`src/rtl/core_step_sequencer_if.sv`:
```
// Signal bundle between the step sequencer and the decoders / PC / register bank / data bus.
interface core_step_sequencer_if;
  logic        rb_ready;
  logic        pc_end;
  logic        is_load;
  logic        is_store;
  logic        reg_w_dec;
  logic        pause_req;
  logic        bus_ready;
  logic        bus_busy;
  logic        pc_enable;
  logic        reg_we;
  logic        bus_rd;
  logic        bus_wr;
  logic        pause_active;
  logic        halted;
  logic        fault;
  logic [2:0]  state;
  logic [31:0] retired;

  modport master (
    input  rb_ready, pc_end, is_load, is_store, reg_w_dec, pause_req, bus_ready, bus_busy,
    output pc_enable, reg_we, bus_rd, bus_wr, pause_active, halted, fault, state, retired
  );

  modport slave (
    output rb_ready, pc_end, is_load, is_store, reg_w_dec, pause_req, bus_ready, bus_busy,
    input  pc_enable, reg_we, bus_rd, bus_wr, pause_active, halted, fault, state, retired
  );
endinterface

```
`src/rtl/core_step_sequencer.sv`:
```
// One-instruction-at-a-time control FSM: fetch, execute, optional bus access or pause, write-back.
// All outputs are decoded from registered state and latched flags only.
module core_step_sequencer #(
  parameter int PAUSE_CYCLES = 16,
  parameter int BUS_TIMEOUT  = 255
) (
  input  logic                  clk,
  input  logic                  rst,
  core_step_sequencer_if.master sif
);

  typedef enum logic [2:0] {
    RST_WAIT = 3'd0,
    FETCH    = 3'd1,
    EXEC     = 3'd2,
    MEM      = 3'd3,
    WB       = 3'd4,
    PAUSE    = 3'd5,
    HALT     = 3'd6,
    FAULT    = 3'd7
  } state_e;

  localparam logic [7:0] PCNT_INIT = 8'(PAUSE_CYCLES - 1);
  localparam logic [7:0] WCNT_LAST = 8'(BUS_TIMEOUT - 1);

  state_e      state_q, state_d;
  logic [7:0]  wcnt_q, wcnt_d;
  logic [7:0]  pcnt_q, pcnt_d;
  logic        ld_q, ld_d;
  logic        st_q, st_d;
  logic        wb_en_q, wb_en_d;
  logic [31:0] retired_q, retired_d;

  always_ff @(posedge clk or negedge rst) begin
    if (!rst) begin
      state_q   <= RST_WAIT;
      wcnt_q    <= '0;
      pcnt_q    <= '0;
      ld_q      <= 1'b0;
      st_q      <= 1'b0;
      wb_en_q   <= 1'b0;
      retired_q <= '0;
    end else begin
      state_q   <= state_d;
      wcnt_q    <= wcnt_d;
      pcnt_q    <= pcnt_d;
      ld_q      <= ld_d;
      st_q      <= st_d;
      wb_en_q   <= wb_en_d;
      retired_q <= retired_d;
    end
  end

  always_comb begin
    state_d   = state_q;
    wcnt_d    = wcnt_q;
    pcnt_d    = pcnt_q;
    ld_d      = ld_q;
    st_d      = st_q;
    wb_en_d   = wb_en_q;
    retired_d = retired_q;

    case (state_q)
      RST_WAIT: if (sif.rb_ready) state_d = FETCH;
      FETCH:    state_d = EXEC;
      EXEC: begin
        // load wins when both kinds are flagged
        ld_d    = sif.is_load;
        st_d    = sif.is_store & ~sif.is_load;
        wb_en_d = sif.reg_w_dec & ~sif.is_store & ~sif.pause_req;
        if (sif.pc_end) begin
          state_d = HALT;
        end else if (sif.pause_req) begin
          state_d = PAUSE;
          pcnt_d  = PCNT_INIT;
        end else if (sif.is_load | sif.is_store) begin
          state_d = MEM;
          wcnt_d  = '0;
        end else begin
          state_d = WB;
        end
      end
      MEM: begin
        wcnt_d = (wcnt_q == 8'hFF) ? wcnt_q : wcnt_q + 8'd1;
        // the first MEM cycle never completes, so the request is held at least two cycles
        if ((wcnt_q != 8'd0) && sif.bus_ready && !sif.bus_busy)
          state_d = WB;
        else if (wcnt_q >= WCNT_LAST)
          state_d = FAULT;
      end
      WB: begin
        retired_d = retired_q + 32'd1;
        state_d   = FETCH;
      end
      PAUSE: begin
        if (pcnt_q == 8'd0) state_d = WB;
        else                pcnt_d  = pcnt_q - 8'd1;
      end
      HALT:    state_d = HALT;
      FAULT:   state_d = FAULT;
      default: state_d = RST_WAIT;
    endcase

    // losing the register bank abandons whatever is in flight; HALT/FAULT stay put
    if (!sif.rb_ready && state_q != HALT && state_q != FAULT)
      state_d = RST_WAIT;
  end

  assign sif.pc_enable    = (state_q == WB);
  assign sif.reg_we       = (state_q == WB) & wb_en_q;
  assign sif.bus_rd       = (state_q == MEM) & ld_q;
  assign sif.bus_wr       = (state_q == MEM) & st_q;
  assign sif.pause_active = (state_q == PAUSE);
  assign sif.halted       = (state_q == HALT);
  assign sif.fault        = (state_q == FAULT);
  assign sif.state        = state_q;
  assign sif.retired      = retired_q;

endmodule

```
`src/flat_wrapper.sv`:
```
// flat-port wrapper written by rule: the top's interface ports become plain ports
module core_step_sequencer_flat 
#(
  parameter int PAUSE_CYCLES = 16,
  parameter int BUS_TIMEOUT  = 255
)
  (clk, rst, sif_rb_ready, sif_pc_end, sif_is_load, sif_is_store, sif_reg_w_dec, sif_pause_req, sif_bus_ready, sif_bus_busy, sif_pc_enable, sif_reg_we, sif_bus_rd, sif_bus_wr, sif_pause_active, sif_halted, sif_fault, sif_state, sif_retired);
  core_step_sequencer_if sif_i ();
  input  logic clk;
  input  logic rst;
  input wire logic [$bits(sif_i.rb_ready)-1:0] sif_rb_ready;
  input wire logic [$bits(sif_i.pc_end)-1:0] sif_pc_end;
  input wire logic [$bits(sif_i.is_load)-1:0] sif_is_load;
  input wire logic [$bits(sif_i.is_store)-1:0] sif_is_store;
  input wire logic [$bits(sif_i.reg_w_dec)-1:0] sif_reg_w_dec;
  input wire logic [$bits(sif_i.pause_req)-1:0] sif_pause_req;
  input wire logic [$bits(sif_i.bus_ready)-1:0] sif_bus_ready;
  input wire logic [$bits(sif_i.bus_busy)-1:0] sif_bus_busy;
  output wire logic [$bits(sif_i.pc_enable)-1:0] sif_pc_enable;
  output wire logic [$bits(sif_i.reg_we)-1:0] sif_reg_we;
  output wire logic [$bits(sif_i.bus_rd)-1:0] sif_bus_rd;
  output wire logic [$bits(sif_i.bus_wr)-1:0] sif_bus_wr;
  output wire logic [$bits(sif_i.pause_active)-1:0] sif_pause_active;
  output wire logic [$bits(sif_i.halted)-1:0] sif_halted;
  output wire logic [$bits(sif_i.fault)-1:0] sif_fault;
  output wire logic [$bits(sif_i.state)-1:0] sif_state;
  output wire logic [$bits(sif_i.retired)-1:0] sif_retired;
  assign sif_i.rb_ready = sif_rb_ready;
  assign sif_i.pc_end = sif_pc_end;
  assign sif_i.is_load = sif_is_load;
  assign sif_i.is_store = sif_is_store;
  assign sif_i.reg_w_dec = sif_reg_w_dec;
  assign sif_i.pause_req = sif_pause_req;
  assign sif_i.bus_ready = sif_bus_ready;
  assign sif_i.bus_busy = sif_bus_busy;
  assign sif_pc_enable = sif_i.pc_enable;
  assign sif_reg_we = sif_i.reg_we;
  assign sif_bus_rd = sif_i.bus_rd;
  assign sif_bus_wr = sif_i.bus_wr;
  assign sif_pause_active = sif_i.pause_active;
  assign sif_halted = sif_i.halted;
  assign sif_fault = sif_i.fault;
  assign sif_state = sif_i.state;
  assign sif_retired = sif_i.retired;
  core_step_sequencer #(.PAUSE_CYCLES(PAUSE_CYCLES), .BUS_TIMEOUT(BUS_TIMEOUT)) u_core (.clk(clk), .rst(rst), .sif(sif_i));
endmodule
```
`config.mk`:
```
export PLATFORM = sky130hd
export DESIGN_NAME = core_step_sequencer_flat
export DESIGN_NICKNAME = d
export VERILOG_FILES = /design/src/rtl/core_step_sequencer_if.sv /design/src/rtl/core_step_sequencer.sv /design/src/flat_wrapper.sv
export SDC_FILE = /design/constraint.sdc
export NUM_CORES = 1
export LEC_CHECK = 0
export CORE_MARGIN = 2
export CORE_UTILIZATION = 55
export CTS_CLUSTER_DIAMETER = 40
export DETAILED_ROUTE_END_ITERATION = 10
export DONT_BUFFER_PORTS = 1
export GPL_TIMING_DRIVEN = 0
export PLACE_DENSITY = 0.7
export SLEW_MARGIN = 10
export SYNTH_ARGS = -nofsm -noshare
export SYNTH_HDL_FRONTEND = slang
export SYNTH_SLANG_ARGS = --single-unit
```
`constraint.sdc`:
```
create_clock -name clk -period 2.58 [get_ports clk]
set_input_delay 0.516 -clock clk [delete_from_list [all_inputs] [get_ports clk]]
set_output_delay 0.516 -clock clk [all_outputs]
set_load 0.01 [all_outputs]
```
==> flow_metrics.py, run 1 <==
metrics = {
    "sta": {
        "period_share": 0.8478,
        "rsz0062_at_grt": "no",
        "finalMaxSlewViolations": 0,
        "slew_headroom": 0.5410,
        "min_period_ns": 2.187,
        "fin_skew_ns": 0.004854,
        "finalHoldViolCount": 0,
        "clock.fmax_mhz": 457.2,
        "setup_viol": 0,
        "worst_pin_slew_ns": 0.6870,
        "tns_ns": 0,
    },
    "global_routing": {
        "overflow": 0,
        "antenna_found_initial": 0,
        "grt_pass1_wl_um": 10160,
        "grt_pass1_vias": 2086,
        "grt_max_degree": 55,
        "track_usage": 0.2121,
    },
    "power": {
        "fin_total_pwr_mw": 2.162,
        "peakVddDrop_v": 0.0003267,
        "switchingPower_uw": 601.8,
        "pwr-share-comb": 0.160,
        "internal_power_mw": 1.560,
        "seq_power_share": 0.520,
        "leakage_nw": 1.416,
        "switching_share": 0.2784,
        "powerDensity_nw_per_um2": 679.4,
        "p_clk_frac": 0.320,
    },
    "setup_path": {
        "worst_path_max_delay_cell": "nor4_2",
        "critPathLaunchType": "register",
        "path_buf_inv": 0,
        "max_stage_delay_ns": 0.67,
        "cp_max_fo": 8,
        "path_cells": "or3b_1 > nor4_2 > nand3_1 > xnor2_1",
        "crit_arrival_ns": 2.41,
        "critPathTopFamily": "simple AND/OR/NAND/NOR gates",
        "critPathCaptureType": "register",
        "worstPathRequired_ns": 2.80,
        "crit_type": "reg -> reg",
        "timing.reg2reg.setup_slack_ns": 0.39,
    },
    "yosys": {
        "async_flop_share": 1.000,
        "syn_avg_cell_area_sq_um": 10.30,
        "ys_ff_latch": 54,
        "synth.largest_area_cell": "dfrtp_1",
        "syn_nets": 300,
        "synth.most_common_cell": "dfrtp_1",
        "synth_ff_type": "dfrtp_1",
        "syn_area_sq_um": 2924,
        "synth_edf_count": 0,
        "yosys.area.top_type_share": 0.4621,
        "yosysWarnings": 0,
        "netlist_top_cells_area": "dfrtp_1 (46%), xnor2_1 (5.7%), xor2_1 (5.1%)",
        "synthCells": 284,
        "ys_seq_area_frac": 0.4621,
        "synth_cell_types": 50,
        "synth_common_cells": "dfrtp_1 (54), nand2_1 (22), xnor2_1 (19)",
    },
    "final_layout": {
        "synthToLayoutAreaGrowth_pct": 8.815,
        "diodes": 0,
        "fin_nets": 308,
        "drive_gt1_frac": 0.09556,
        "nFillCells": 443,
    },
    "run_status": {
        "status": "completed",
    },
    "place": {
        "place.gp.congestion": 0.8686,
        "port_buffers": 0,
        "hpwl_um": 4206,
    },
    "die": {
        "die_h_um": 76.92,
        "ios": 52,
        "coreArea_sq_um": 5107,
        "start_util": 0.5725,
        "row_count": 26,
        "die_area_sq_um": 5916,
        "die_w_um": 76.92,
    },
    "detailed_routing": {
        "vias_per_cell": 5.915,
        "wirelength_um": 5913,
        "vias": 2147,
        "wire_per_inst_um": 16.29,
        "first_pass_iters": 4,
        "drt-initial-drc-count": 111,
        "drc": 0,
        "ant_nets": 0,
    },
    "cts": {
        "cts_setup_buffers": 0,
        "root_buffer": "clkbuf_8",
        "clock-sinks": 54,
        "clk_path_buf_depth": 2,
        "cts_buffers": 5,
        "ctsHoldBuffers": 1,
        "ctsHtreeMaxLevel": 2,
        "clk_pin_slew_worst_paths_ns": 0.09,
        "cts_resized": 0,
        "clock_latency_ns": 0.31,
        "tritoncts": "done",
    },
    "hold_path": {
        "min_path_type": "in -> async",
    },
    "run": {
        "maxCapViolations": 0,
    },
}
-- worst paths after layout --
path	start	to	cells past startpoint
setup / recovery	u_core.sif.state[0]	u_core.sif.retired[16]	4
hold / removal	rst	u_core.sif.retired[18]	1
setup reg to reg	u_core.sif.state[0]	u_core.sif.retired[16]	4
hold reg to reg	u_core.ld_q	u_core.ld_q	1
max in group asynchronous	rst	u_core.sif.retired[25]	1
min in group clk	sif_is_load	u_core.ld_q	1
-- flip-flops by register name (all words and copies together) (netlist names) --
| register | flops |
|---|---|
| u_core.ld_q | 1 |
| u_core.pcnt_q | 8 |
| u_core.sif.retired | 32 |
| u_core.sif.state | 3 |
| u_core.st_q | 1 |
| u_core.wb_en_q | 1 |
| u_core.wcnt_q | 8 |
-- metal layers --
layer,wire length [um],track usage,vias to the layer above
met4,56,0.06182,0
met3,330,0.05647,5
met5,0,0,-
li1,-,-,1049
met1,2734,0.2841,1038
met2,2791,0.3386,55
-- layout make-up --
| type | count | area (sq um) | area share |
|---|---|---|---|
| timing repair buffer | 1 | 27.53 | 0.008651 |
| tap | 70 | 87.58 | 0.02753 |
| clock inverter | 2 | 60.06 | 0.01888 |
| sequential | 54 | 1351 | 0.4247 |
| inverter | 14 | 52.55 | 0.01652 |
| clock buffer | 6 | 82.58 | 0.02595 |
| multi-input combinational | 211 | 1498 | 0.4707 |
| buffer | 5 | 22.52 | 0.007078 |
-- power by group through the flow --
stage,Combinational [mW],Clock (mW),Sequential [mW]
floorplan,0.273,0,1.10
global placement,0.310,0,1.14
detailed placement,0.329,0,1.14
CTS,0.352,0.710,1.13
global route,0.398,0.746,1.15
finish,0.346,0.691,1.12
-- cell families after synthesis --
| logic type | count (synthesis) | synth area share |
|---|---|---|
| simple gates | 127 | 0.2679 |
| flops | 54 | 0.4621 |
| xor+xnor | 36 | 0.1078 |
| compound gates | 34 | 0.08217 |
| buf+inv | 19 | 0.02567 |
| mux | 8 | 0.02867 |
| fa+ha+maj | 6 | 0.02567 |
-- placed cells by master (no fill, tap or decap), drive strengths merged, types with 2 or more instances in the layout --
cell	count
bufinv	2
ha	6
or4	3
dfrtp	54
nand3b	3
xor2	17
and4	4
a21oi	8
a22o	2
and3	10
o21ba	2
nor4b	4
nor4	15
inv	14
nor3	10
xnor2	19
or3b	2
nand3	18
buf	2
mux2i	5
nor3b	3
nand2b	5
nand2	22
mux2	3
a21o	3
nand4	9
or3	2
clkbuf	10
o21ai	5
a311oi	2
nor2	11
and2	3
-- through the flow --
stage | instances | hold slack (ns) | utilization | setup WS (ns) | area [sq um]
floorplan | 284 | 0.2204 | - | 0.7582 | 2924
global placement | 354 | 0.2215 | 0.5897 | 0.4368 | 3012
detailed placement | 354 | 0.2216 | 0.5897 | 0.4162 | 3012
CTS | 363 | 0.05740 | 0.6230 | 0.3817 | 3182
global route | 363 | 0.05220 | 0.6230 | 0.2340 | 3182
finish | 363 | 0.05238 | 0.6230 | 0.3926 | 3182
(Power assumes the default switching activity.)
==> run 2: changes to the inputs <==
clock period = 2.3 ns   (was 2.58 ns; I/O delays follow)
==> flow_metrics.py, run 2 (synthesized netlist as in run 1, its figures left out) <==
metrics = {
    "sta": {
        "fin_skew_ns": 0.005106,
        "fin_hold_ws_ns": 0.2962,
        "finalMaxSlewViolations": 0,
        "slew_headroom": 0.5084,
        "period_share": 0.9376,
        "worst_pin_slew_ns": 0.7306,
        "min_period_ns": 2.156,
        "finalHoldViolCount": 0,
        "setup_viol": 0,
        "tns_ns": 0,
        "clock.fmax_mhz": 463.7,
    },
    "final_layout": {
        "synthToLayoutAreaGrowth_pct": 9.756,
        "largest_reg_flops": 32,
        "fin_area_sq_um": 3209,
        "fin_nets": 309,
        "diodes": 0,
        "fin_util": 0.6284,
        "final_common_cell": "dfrtp_1",
        "layout_common_cells": "dfrtp_1 (54), nand2_1 (22), xnor2_1 (19)",
        "drive_gt1_frac": 0.1020,
    },
    "run": {
        "maxCapViolations": 0,
    },
    "global_routing": {
        "grt_pass1_vias": 2086,
        "grt_max_degree": 55,
        "antenna_found_initial": 0,
        "track_usage": 0.2121,
        "overflow": 0,
        "grt_pass1_wl_um": 10160,
    },
    "cts": {
        "ctsHtreeMaxLevel": 2,
        "clk_pin_slew_worst_paths_ns": 0.10,
        "root_buffer": "clkbuf_8",
        "clk_path_buf_depth": 2,
        "clock-sinks": 54,
        "cts_setup_buffers": 0,
        "cts_buffers": 5,
        "tritoncts": "done",
        "clock_latency_ns": 0.31,
    },
    "place": {
        "port_buffers": 0,
        "placed_area_sq_um": 3012,
        "place.gp.congestion": 0.8686,
        "hpwl_um": 4206,
    },
    "setup_path": {
        "worstPathRequired_ns": 2.53,
        "timing.reg2reg.setup_slack_ns": 0.14,
        "crit_type": "reg -> reg",
        "crit_arrival_ns": 2.39,
        "critPathLaunchType": "register",
        "ff2ff_path_depth": 5,
        "critPathCaptureType": "register",
        "rr_endpoint": "u_core.sif.retired[19]",
        "rr_startpoint": "u_core.sif.state[0]",
        "cp_max_fo": 9,
    },
    "die": {
        "die_h_um": 76.92,
        "row_count": 26,
        "coreArea_sq_um": 5107,
        "die_w_um": 76.92,
        "start_util": 0.5725,
        "ios": 52,
        "die_area_sq_um": 5916,
    },
    "detailed_routing": {
        "drc": 0,
        "vias_per_cell": 5.893,
        "first_pass_iters": 4,
        "ant_nets": 0,
        "wirelength_um": 5956,
        "vias": 2145,
        "drt-initial-drc-count": 95,
        "wire_per_inst_um": 16.36,
    },
    "power": {
        "powerDensity_nw_per_um2": 757.9,
        "leakage_nw": 1.436,
        "peakVddDrop_v": 0.0003683,
    },
    "hold_path": {
        "hold_depth": 1,
        "hold_start": "sif_is_load",
        "hold_end": "u_core.ld_q",
        "min_path_type": "in -> reg",
    },
    "run_status": {
        "status": "completed",
    },
}
run 2: area by class of cell:
class | instances | area [sq um]
clock buffers | 6 | 82.58
flip-flops and latches | 54 | 1351
repair buffers | 2 | 37.54
multi-input cells | 211 | 1515
clock inverters | 2 | 60.06
well taps | 70 | 87.58
plain buffers | 5 | 22.52
fillers | 437 | 1898
inverters | 14 | 52.55
run 2: power breakdown:
part	switching (mW)	total [mW]	leakage (nW)	internal [mW]
registers	0.172	1.26	0.712	1.09
clock network	0.311	0.775	0.0714	0.464
logic	0.198	0.395	0.653	0.197
run 2: how the worst max path moves through the flow:
stage | slack (ns) | end | cells after the start | from
after floorplan | 0.48 | u_core.sif.retired[22] | 4 | u_core.sif.state[0]
after global routing | -0.009 | u_core.sif.retired[25] | 5 | u_core.sif.retired[3]
after CTS | 0.10 | u_core.sif.retired[25] | 5 | u_core.sif.state[0]
after global placement | 0.16 | u_core.sif.retired[22] | 4 | u_core.sif.state[0]
final | 0.14 | u_core.sif.retired[19] | 5 | u_core.sif.state[0]
after detailed placement | 0.14 | u_core.sif.retired[16] | 4 | u_core.sif.state[0]
run 2: per-layer routing:
metal	global-route usage	share of wire	vias up
li1	-	-	1048
met4	0.06182	0.0091	0
met2	0.3386	0.47	60
met3	0.05647	0.057	5
met1	0.2841	0.46	1032
met5	0	0	-
run 2: what timing repair did:
| action | in CTS | in global routing |
|---|---|---|
| hold endpoints to repair | 54 | 2 |
| resized for setup | 0 | 3 |
| hold buffers | 1 | 1 |
| setup endpoints to repair | 0 | 5 |
run 2: per-stage QoR:
| stage | worst slack (ns) | instances | total power [mW] |
|---|---|---|---|
| 3_5_place_dp | 0.1362 | 354 | 1.652 |
| 6_report | 0.1436 | 364 | 2.432 |
| 2_1_floorplan | 0.4782 | 284 | 1.543 |
| 5_1_grt | -0.009446 | 364 | 2.576 |
| 3_3_place_gp | 0.1568 | 354 | 1.622 |
| 4_1_cts | 0.1017 | 363 | 2.455 |
run 2: critical path: stages, from the launching register on:
cell	delay, ns
dfrtp_1	0.51
or3b_1	0.53
inv_2	0.21
nand4_2	0.27
nor4_1	0.37
xor2_1	0.18
==> RTL change: new RTL, config.mk and constraints of run 1 <==
Register the output `sif.fault`, without a reset; this adds one clock of latency there.
--- a/src/rtl/core_step_sequencer.sv
+++ b/src/rtl/core_step_sequencer.sv
@@ -113,5 +113,7 @@
   assign sif.pause_active = (state_q == PAUSE);
   assign sif.halted       = (state_q == HALT);
-  assign sif.fault        = (state_q == FAULT);
+  always_ff @(posedge clk) begin
+    sif.fault <= (state_q == FAULT);
+  end
   assign sif.state        = state_q;
   assign sif.retired      = retired_q;
Behaviour: same outputs for any inputs over 10 cycles, from zero or initial values and one cycle with rst low; that may be too few to reach the edited logic, so the function may still have changed.
==> RTL change against run 1 <==
  * Cell area down 0.75%
  * Non-clock buffer count unchanged
  * Sequential share of layout area up 0.95 points
  * Clock skew up 0.0016 ns
  * Clock power down 28%
  * Synthesized area up 0.68%
  * Total power down 8.3%
  * Worst setup slack better by 0.021 ns
  * Routed wire length down 4.9%
  * Sequential cell count up 1
==> RTL change: results (changes against run 1) <==
status completed (unchanged); top cells by area, synth dfrtp_1 46%, xnor2_1 5.7%, xor2_1 5.1%, nand3_1 3.1%, nor4_2 3.0% (unchanged); sw frac 0.304 (was 0.278); DR iter-0 viols 80 (was 111); Final HPWL DP 4000 um (was 4210 um); number of global-route vias before repair 2026 (was 2086); Routability Congestion 0.831 (was 0.869); PnR Total Power 1.98 mW (was 2.16 mW); routed len/inst 15.5 um (was 16.3 um); Yosys cell types 51 (was 50); non-clk buf share 0.0158 (was 0.0157); Max IR drop VDD 333 uV (was 327 uV); first-pass GRT wire length 9720 um (was 10200 um); register area share after synthesis 0.466 (was 0.462); fraction of layout cells with a size suffix above 1 0.0952 (was 0.0956); reg-to-reg slack, setup 0.41 ns (was 0.39 ns); #FFs+latches synth 55 (was 54); gr usage total 0.199 (was 0.212); Synth async-reset ratio 0.982 (was 1.00); Tightest Pin Transition 0.705 ns (was 0.687 ns); multi-input gate share of total cell area 0.474 (was 0.471); clock-cell share of area 0.0313 (was 0.0448); CP required 2.77 ns (was 2.80 ns); area post-placement 3030 um2 (was 3010 um2); post-synth net total 301 (was 300)
==> RTL change: metrics by stage <==
stage                     setup WS (ns)  hold slack (ns)  utilization  cells
after global placement            0.442            0.221        0.590    355
after floorplan                   0.758            0.220            -    285
after global routing              0.230           0.0625        0.614    364
after CTS                         0.397           0.0565        0.614    364
after detailed placement          0.423            0.222        0.590    355
final                             0.413           0.0507        0.614    364
==> RTL change: final timing paths <==
path                                      from                      to  cells after the start
setup / recovery           u_core.sif.state[0]  u_core.sif.retired[22]                      4
hold / removal                             rst  u_core.sif.retired[23]                      1
setup reg to reg           u_core.sif.state[0]  u_core.sif.retired[22]                      4
hold reg to reg                    u_core.ld_q             u_core.ld_q                      1
max in group asynchronous                  rst        u_core.wcnt_q[2]                      1
min in group clk                   sif_is_load             u_core.ld_q                      1
==> RTL change: kinds of logic (layout without fill, tap and decap cells) <==
group           count (synthesis)  after routing  share of synthesized area
simple gates                  127            127                      0.266
flops                          55             55                      0.466
xor+xnor                       36             36                      0.107
compound gates                 34             34                     0.0816
buf+inv                        19             28                     0.0255
mux                             8              8                     0.0285
fa+ha+maj                       6              6                     0.0255
==> RTL change: layer usage <==
layer  track usage  share of wire  vias up
met2         0.309           0.46       53
met5             0              0        -
met3        0.0600          0.057        6
met4        0.0518         0.0092        0
li1              -              -     1050
met1         0.271           0.47      999
==> RTL change: power by group through the flow <==
stage / sequential, mW / clock, mW / combinational [mW]
finish: 1.14 / 0.500 / 0.341
detailed placement: 1.16 / 0 / 0.324
floorplan: 1.12 / 0 / 0.273
global placement: 1.15 / 0 / 0.310
global route: 1.17 / 0.553 / 0.383
CTS: 1.14 / 0.523 / 0.346
